**config.mk**
```make
export PLATFORM = sky130hd
export DESIGN_NAME = ex1_1_mac3
export DESIGN_NICKNAME = d
export VERILOG_FILES = /design/src/rtl/ex1_1_mac3.sv
export SDC_FILE = /design/constraint.sdc
export NUM_CORES = 1
export LEC_CHECK = 0
export ABC_AREA = 1
export CAP_MARGIN = 20
export CORE_ASPECT_RATIO = 0.9
export CORE_MARGIN = 4
export CORE_UTILIZATION = 55
export DETAILED_ROUTE_END_ITERATION = 8
export PLACE_DENSITY = 0.84
export SLEW_MARGIN = 15
export SYNTH_ARGS = -nofsm -noshare
export SYNTH_HDL_FRONTEND = slang
export SYNTH_SLANG_ARGS = --single-unit
```
**constraint.sdc**
```tcl
create_clock -name clk -period 8.5 [get_ports clk]
set_input_delay 2.55 -clock clk [delete_from_list [all_inputs] [get_ports clk]]
set_output_delay 2.55 -clock clk [all_outputs]
set_load 0.03 [all_outputs]
```
**src/rtl/ex1_1_mac3.sv**
```systemverilog
// ex1_1_mac3: sliding-window a*b+c producer over a valid/data sample stream.
//
// Ports:
//   clk      in   single clock, rising edge
//   rst_     in   asynchronous active-low reset, synchronous release
//   validi   in   data_in valid this cycle
//   data_in  in   [DW-1:0] input sample
//   clr      in   synchronous clear of out_cnt (wins over an increment)
//   valido   out  data_out holds a fresh result this cycle
//   data_out out  [DW-1:0] s2*s1 + data_in, truncated; holds between results
//   out_cnt  out  [CW-1:0] saturating count of valido pulses
module ex1_1_mac3 #(
    parameter int DW = 32,
    parameter int CW = 16
) (
    input  logic          clk,
    input  logic          rst_,
    input  logic          validi,
    input  logic [DW-1:0] data_in,
    input  logic          clr,
    output logic          valido,
    output logic [DW-1:0] data_out,
    output logic [CW-1:0] out_cnt
);
    typedef enum logic [1:0] {IDLE, ONE, TWO, RUN} state_t;

    state_t          r_state;
    state_t          w_next;
    logic [DW-1:0]   r_s1;
    logic [DW-1:0]   r_s2;
    logic            w_fire;
    logic [2*DW-1:0] w_sum;

    always_comb begin
        w_next = IDLE;
        if (validi)
            w_next = (r_state == IDLE) ? ONE : (r_state == ONE) ? TWO : RUN;
        w_fire = validi && (r_state == TWO || r_state == RUN);
        // Full-width product plus zero-extended sample; only the low DW bits are kept.
        w_sum  = {{DW{1'b0}}, r_s2} * {{DW{1'b0}}, r_s1} + {{DW{1'b0}}, data_in};
    end

    always_ff @(posedge clk or negedge rst_) begin
        if (!rst_) begin
            r_state  <= IDLE;
            r_s1     <= '0;
            r_s2     <= '0;
            valido   <= 1'b0;
            data_out <= '0;
            out_cnt  <= '0;
        end else begin
            r_state <= w_next;
            valido  <= w_fire;
            if (validi) begin
                r_s2 <= r_s1;
                r_s1 <= data_in;
            end
            if (w_fire)
                data_out <= w_sum[DW-1:0];
            out_cnt <= clr ? '0 : (w_fire && out_cnt != '1) ? out_cnt + CW'(1) : out_cnt;
        end
    end
endmodule

```
==> results of run 1 <==
[Yosys cell counts (all sizes together) (10+ instances only)]
cell / count
a21oi: 42
buf: 44
clkbuf: 88
dfrtp: 115
fa: 438
ha: 125
inv: 896
nand2: 841
nand3: 51
nand3b: 11
nand4: 11
nor2: 44
nor3: 10
o21ai: 99
xnor2: 15
xor2: 18
[layer usage]
metal,wire length (um),up-vias
met5,0,-
met4,2450,0
met1,23800,9201
met2,29200,1034
li1,-,8290
met3,7030,191
[placed cells by master, fill, tap and decap left out, types with 10 or more instances in the layout]
cell type / n
inv_1: 886
nand2_1: 825
fa_1: 429
dfrtp_1: 115
ha_1: 112
buf_4: 108
o21ai_0: 90
clkdlybuf4s50_1: 74
nand3_1: 49
nor2_1: 35
a21oi_1: 28
xor2_1: 18
clkbuf_16: 17
nand2_2: 15
xnor2_1: 14
a21oi_2: 13
nand4_1: 11
nand3b_1: 11
ha_4: 11
inv_2: 10
[cell type report]
| cell class | instances | area (um^2) |
|---|---|---|
| multi-input combinational | 1751 | 15800 |
| fill | 3208 | 14800 |
| inverter | 898 | 3370 |
| sequential | 115 | 2880 |
| timing repair buffer | 194 | 1720 |
| tap | 532 | 666 |
| clock buffer | 18 | 429 |
| clock inverter | 13 | 100 |
| antenna | 1 | 2.50 |
[repair_timing]
item,4_1_cts,5_1_grt
endpoints found under the setup margin,7,16
buffers inserted,1,0
cloned,0,0
gates resized for setup,12,71
pin swaps,4,35
[flip-flops by register name, indices dropped and copies added, names as in the netlist]
| register | flops |
|---|---|
| r_state | 2 |
| r_s1 | 32 |
| data_out | 32 |
| valido | 1 |
| out_cnt | 16 |
| r_s2 | 32 |
[worst max-delay path, delay by kind of cell]
kind                     cells  cell delay [ps]
AO/OA/AOI/OAI                2              180
adder cells (fa/ha/maj)      9             4420
buffers and inverters        6              840
AND/OR/NAND/NOR              6              710
[path summary, 6_finish.rpt]
path | end | startpoint
max | data_out[29]$_DFFE_PN0P_ | data_in[27]
min | r_state[0]$_DFF_PN0_ | r_state[0]$_DFF_PN0_
max reg2reg | data_out[29]$_DFFE_PN0P_ | r_s1[9]$_DFFE_PN0P_
min reg2reg | r_state[0]$_DFF_PN0_ | r_state[0]$_DFF_PN0_
max in group asynchronous | data_out[26]$_DFFE_PN0P_ | rst_
min in group asynchronous | r_s1[27]$_DFFE_PN0P_ | rst_
[metrics by stage]
| stage | cell area (um^2) | setup slack [ps] | std cells | setup TNS [ps] | utilization (%) |
|---|---|---|---|---|---|
| floorplan | 22300 | 296 | 2896 | 0 | - |
| global placement | 24100 | -454 | 3487 | -5850 | 60.5 |
| detailed placement | 24100 | -584 | 3487 | -7000 | 60.5 |
| CTS | 24600 | 0.851 | 3519 | 0 | 61.9 |
| global route | 25000 | -79.7 | 3521 | -305 | 62.8 |
| finish | 25000 | 107 | 3522 | 0 | 62.8 |
[cells by family (layout without fill, tap and decap cells)]
family,after synthesis,after routing
other,0,1
AOI/OAI and AO/OA,174,174
DFF,115,115
and+or+nand+nor,981,981
adders and majority gates,563,563
xor gates and xnor gates,33,33
buffers and inverters,1030,1123
==> flow_summary.ini, run 1 <==
[outcome]
status = finished, final reports clean

[worst_setup_path]
crit_type = in -> reg
r2r_setup_slack_ps = 1240
cp.arrival_ps = 8700
ff2ff_path_depth = 24
path_cells = clkdlybuf4s50_1 -> inv_1 -> fa_1 -> fa_1 -> fa_2 -> fa_1 -> inv_1 -> fa_1 -> fa_1 -> fa_1 -> inv_1 -> fa_1 -> inv_1 -> ha_4 -> nand2_1 -> buf_4 -> nor2_2 -> nand2_1 -> nor4_1 -> nand2_1 -> o211ai_1 -> or2_2 -> a31oi_1
cpPeakStageDelay_ps = 580
cp.required_ps = 8810
cp_common_cell = fa_1
worst-path-max-fanout = 3
crit_path_end_kind = register
cpMaxStageDelayCell = fa_1
worstSetupStartpointType = primary input

[timing]
tightest_slew_ps = 1230
clock_skew_ps = 12.0
final.period_utilization_pct = 98.7
hold-worst-slack_ps = 472
hold_viol_final = 0
maxSlewViolCount = 0
slew-limit-headroom_pct = 18.3
rsz0062_at_grt = true
setup_viol = 0
fmax_mhz = 119
fin_crit_ps = 8390

[synthesis]
synthAdderAreaFrac_pct = 46.3
synth_cell_types = 46
yosys_warnings = 0
synth_top_cell_area_share_pct = 39.3
post_synth.cell_area_avg_um2 = 7.70
synth_top_family_by_area = adder cells
synth_top_area_cell = fa_1
ys_ff_latch = 115
synthFlopType = dfrtp_1
syn_nets = 3495
synth_edf_count = 0
async_reset_ff_share_pct = 100
yosys.area_share.xor_xnor_pct = 1.33
seq_area_frac_synth_pct = 12.9
syn_inst = 2896
synth_compound_area_share_pct = 4.32
synthSimpleGateAreaFrac_pct = 17.5
synthMuxAreaShare_pct = 0
synthTopCellsByArea = fa_1 39%, inv_1 15%, nand2_1 14%, dfrtp_1 13%, ha_1 7.0%
syn-cell-area_um2 = 22300

[floorplanning]
start_util_pct = 56.0
fp-row-count = 69
die_x_um = 220
pin_count = 85
die_area_um2 = 43800
core-area_um2 = 39800
die_h_um = 199

[global_routing]
grt_overflow = 0
grt_max_degree = 78
busiest_layer = met2
antenna_found_initial = 0
grt_use_met3_pct = 6.16
grt_pass1_vias = 19900
use_met1_pct = 40.5
use_met2_pct = 47.0
grt_pass1_wl_um = 101000
grt_usage_pct = 29.5

[clocking]
numClockSinks = 115
clock_latency_ps = 450
numCtsBuffers = 17
path_clk_slew_ps = 60
cts_hold_buf = 0
cts_buffer_depth = 2
cts_tree = yes
clock-root-buffer = clkbuf_16
htreeDepth = 4

[detailed_routing]
first_pass_iters = 5
ant_nets = 0
drc = 0
wirelength_um = 62600
drt_iter0_drc = 1793
vias = 18700
viasPerCell = 5.31
wl_per_cell_um = 17.8

[placed_design]
hpwl_um = 50100
port_buffers = 84
place.gp.congestion = 0.961

[hold_path]
hold_depth = 1
hold_path_class = reg -> reg

[cells_and_area]
nNetsFinal = 3576
syn_to_final_growth_pct = 12.0
drive_gt1_share_pct = 7.80

[job]
drv_cap = 0
Power of run 1 is left out: the tool's default activity adds up to more than one toggle a clock period on the data nets, which glitch-free logic cannot reach.
==> run 2, diff against run 1 <==
--- a/constraint.sdc
+++ b/constraint.sdc
@@ -3,2 +3,2 @@
 set_output_delay 2.55 -clock clk [all_outputs]
-set_load 0.03 [all_outputs]
+set_load 0.05 [all_outputs]
==> results of run 2 <==
No change in the layout: final DEF, timing and power equal those of run 1.
Power of run 2 is left out for the same reason.
==> run 3, diff against run 2 <==
- clock period: 8.5 -> 9.8 ns (I/O delays scaled with it)
==> flow_summary.ini, run 3 (synthesized netlist as in run 1, its figures left out) <==
[outcome]
status = finished, final reports clean

[clocking]
cts_resized = 0
htreeDepth = 4
cts_hold_buf = 0
numClockSinks = 115
cts_setup_buffers = 0
numCtsBuffers = 17
clock-root-buffer = clkbuf_16
clock_latency_ps = 450
cts_tree = yes
path_clk_slew_ps = 70
cts_buffer_depth = 2

[cells_and_area]
nNetsFinal = 3496
fin_area_um2 = 24100
n_antenna_cell = 0
drive_gt1_share_pct = 3.23
mostFrequentLayoutCells = 891 x inv_1, 831 x nand2_1, 438 x fa_1, 125 x ha_1, 115 x dfrtp_1
mostFrequentLayoutCell = inv_1
seq_area_um2 = 2880
multiInputGateArea_um2 = 15500
top_regs = data_out: 32 flops, r_s1: 32 flops, r_s2: 32 flops
fin_util_pct = 60.6
syn_to_final_growth_pct = 8.21
fill_cells = 3309

[global_routing]
grt_max_degree = 78
use_met1_pct = 39.9
grt_use_met3_pct = 6.60
grt_pass1_vias = 19800
grt_overflow = 0
busiest_layer = met2
grt_pass1_wl_um = 101000
use_met2_pct = 47.3
grt_usage_pct = 29.7
antenna_found_initial = 0

[timing]
setup_viol = 0
slew-limit-headroom_pct = 28.8
fmax_mhz = 108
clock_skew_ps = 13.4
maxSlewViolCount = 0
fin_crit_ps = 9220
final.period_utilization_pct = 94.1
hold_viol_final = 0
tightest_slew_ps = 1070
rsz0062_at_grt = false
tns_ps = 0

[worst_setup_path]
worst-path-max-fanout = 5
cp_common_cell = fa_1
worstSetupStartpointType = primary input
cp.required_ps = 10170
crit_path_end_kind = register
critPathTopFamily = adder cells
crit_type = in -> reg
cpPeakStageDelay_ps = 530
cp.arrival_ps = 9590
cpMaxStageDelayCell = fa_1
worst-path-buf-inv = 7

[detailed_routing]
vias = 18300
drt_iter0_drc = 1469
viasPerCell = 5.32
first_pass_iters = 6
wirelength_um = 61400
ant_nets = 0
wl_per_cell_um = 17.8
drc = 0

[placed_design]
place.gp.congestion = 0.976
place_area_um2 = 23500
port_buffers = 84
hpwl_um = 49200

[floorplanning]
start_util_pct = 56.0
pin_count = 85
fp-row-count = 69
die_area_um2 = 43800
die_h_um = 199
core-area_um2 = 39800
die_x_um = 220

[hold_path]
hold_path_class = reg -> reg

[job]
drv_cap = 0
## run 3: per-stage QoR
stage          hold WS [ps]  setup WS, ps  std cells
2_1_floorplan           440          1210       2896
3_3_place_gp            453           274       3407
3_5_place_dp            467           198       3407
4_1_cts                 479           614       3439
5_1_grt                 500           265       3442
6_report                487           580       3442
## run 3: tightest hold or removal path, cell delays in order, from the launching register on
cell and delay [ps]:
dfrtp_1 350, nand2_1 50, nand2_1 50
## run 3: final timing paths
path	from	end	slack, ps	cells past startpoint
max in group asynchronous	rst_	data_out[26]$_DFFE_PN0P_	6200	3
min reg2reg	data_out[0]$_DFFE_PN0P_	data_out[0]$_DFFE_PN0P_	490	2
max reg2reg	r_s1[0]$_DFFE_PN0P_	data_out[26]$_DFFE_PN0P_	2280	27
min in group asynchronous	rst_	r_s1[27]$_DFFE_PN0P_	2480	1
min	data_out[0]$_DFFE_PN0P_	data_out[0]$_DFFE_PN0P_	490	2
max	data_in[18]	data_out[26]$_DFFE_PN0P_	580	25
## run 3: area by class of cell
cell class	instances	share of cell area [%]
clock inverters	14	0.689
well taps	532	2.76
flip-flops and latches	115	11.9
clock buffers	18	1.82
inverters	898	14.0
multi-input cells	1751	64.2
repair buffers	114	4.60
## run 3: routing by layer
| metal | part of all wire [%] | wire length (um) |
|---|---|---|
| met5 | 0 | 0 |
| met4 | 4.0 | 2470 |
| met1 | 38 | 23600 |
| met2 | 47 | 28700 |
| met3 | 11 | 6650 |
Power of run 3 is left out for the same reason.
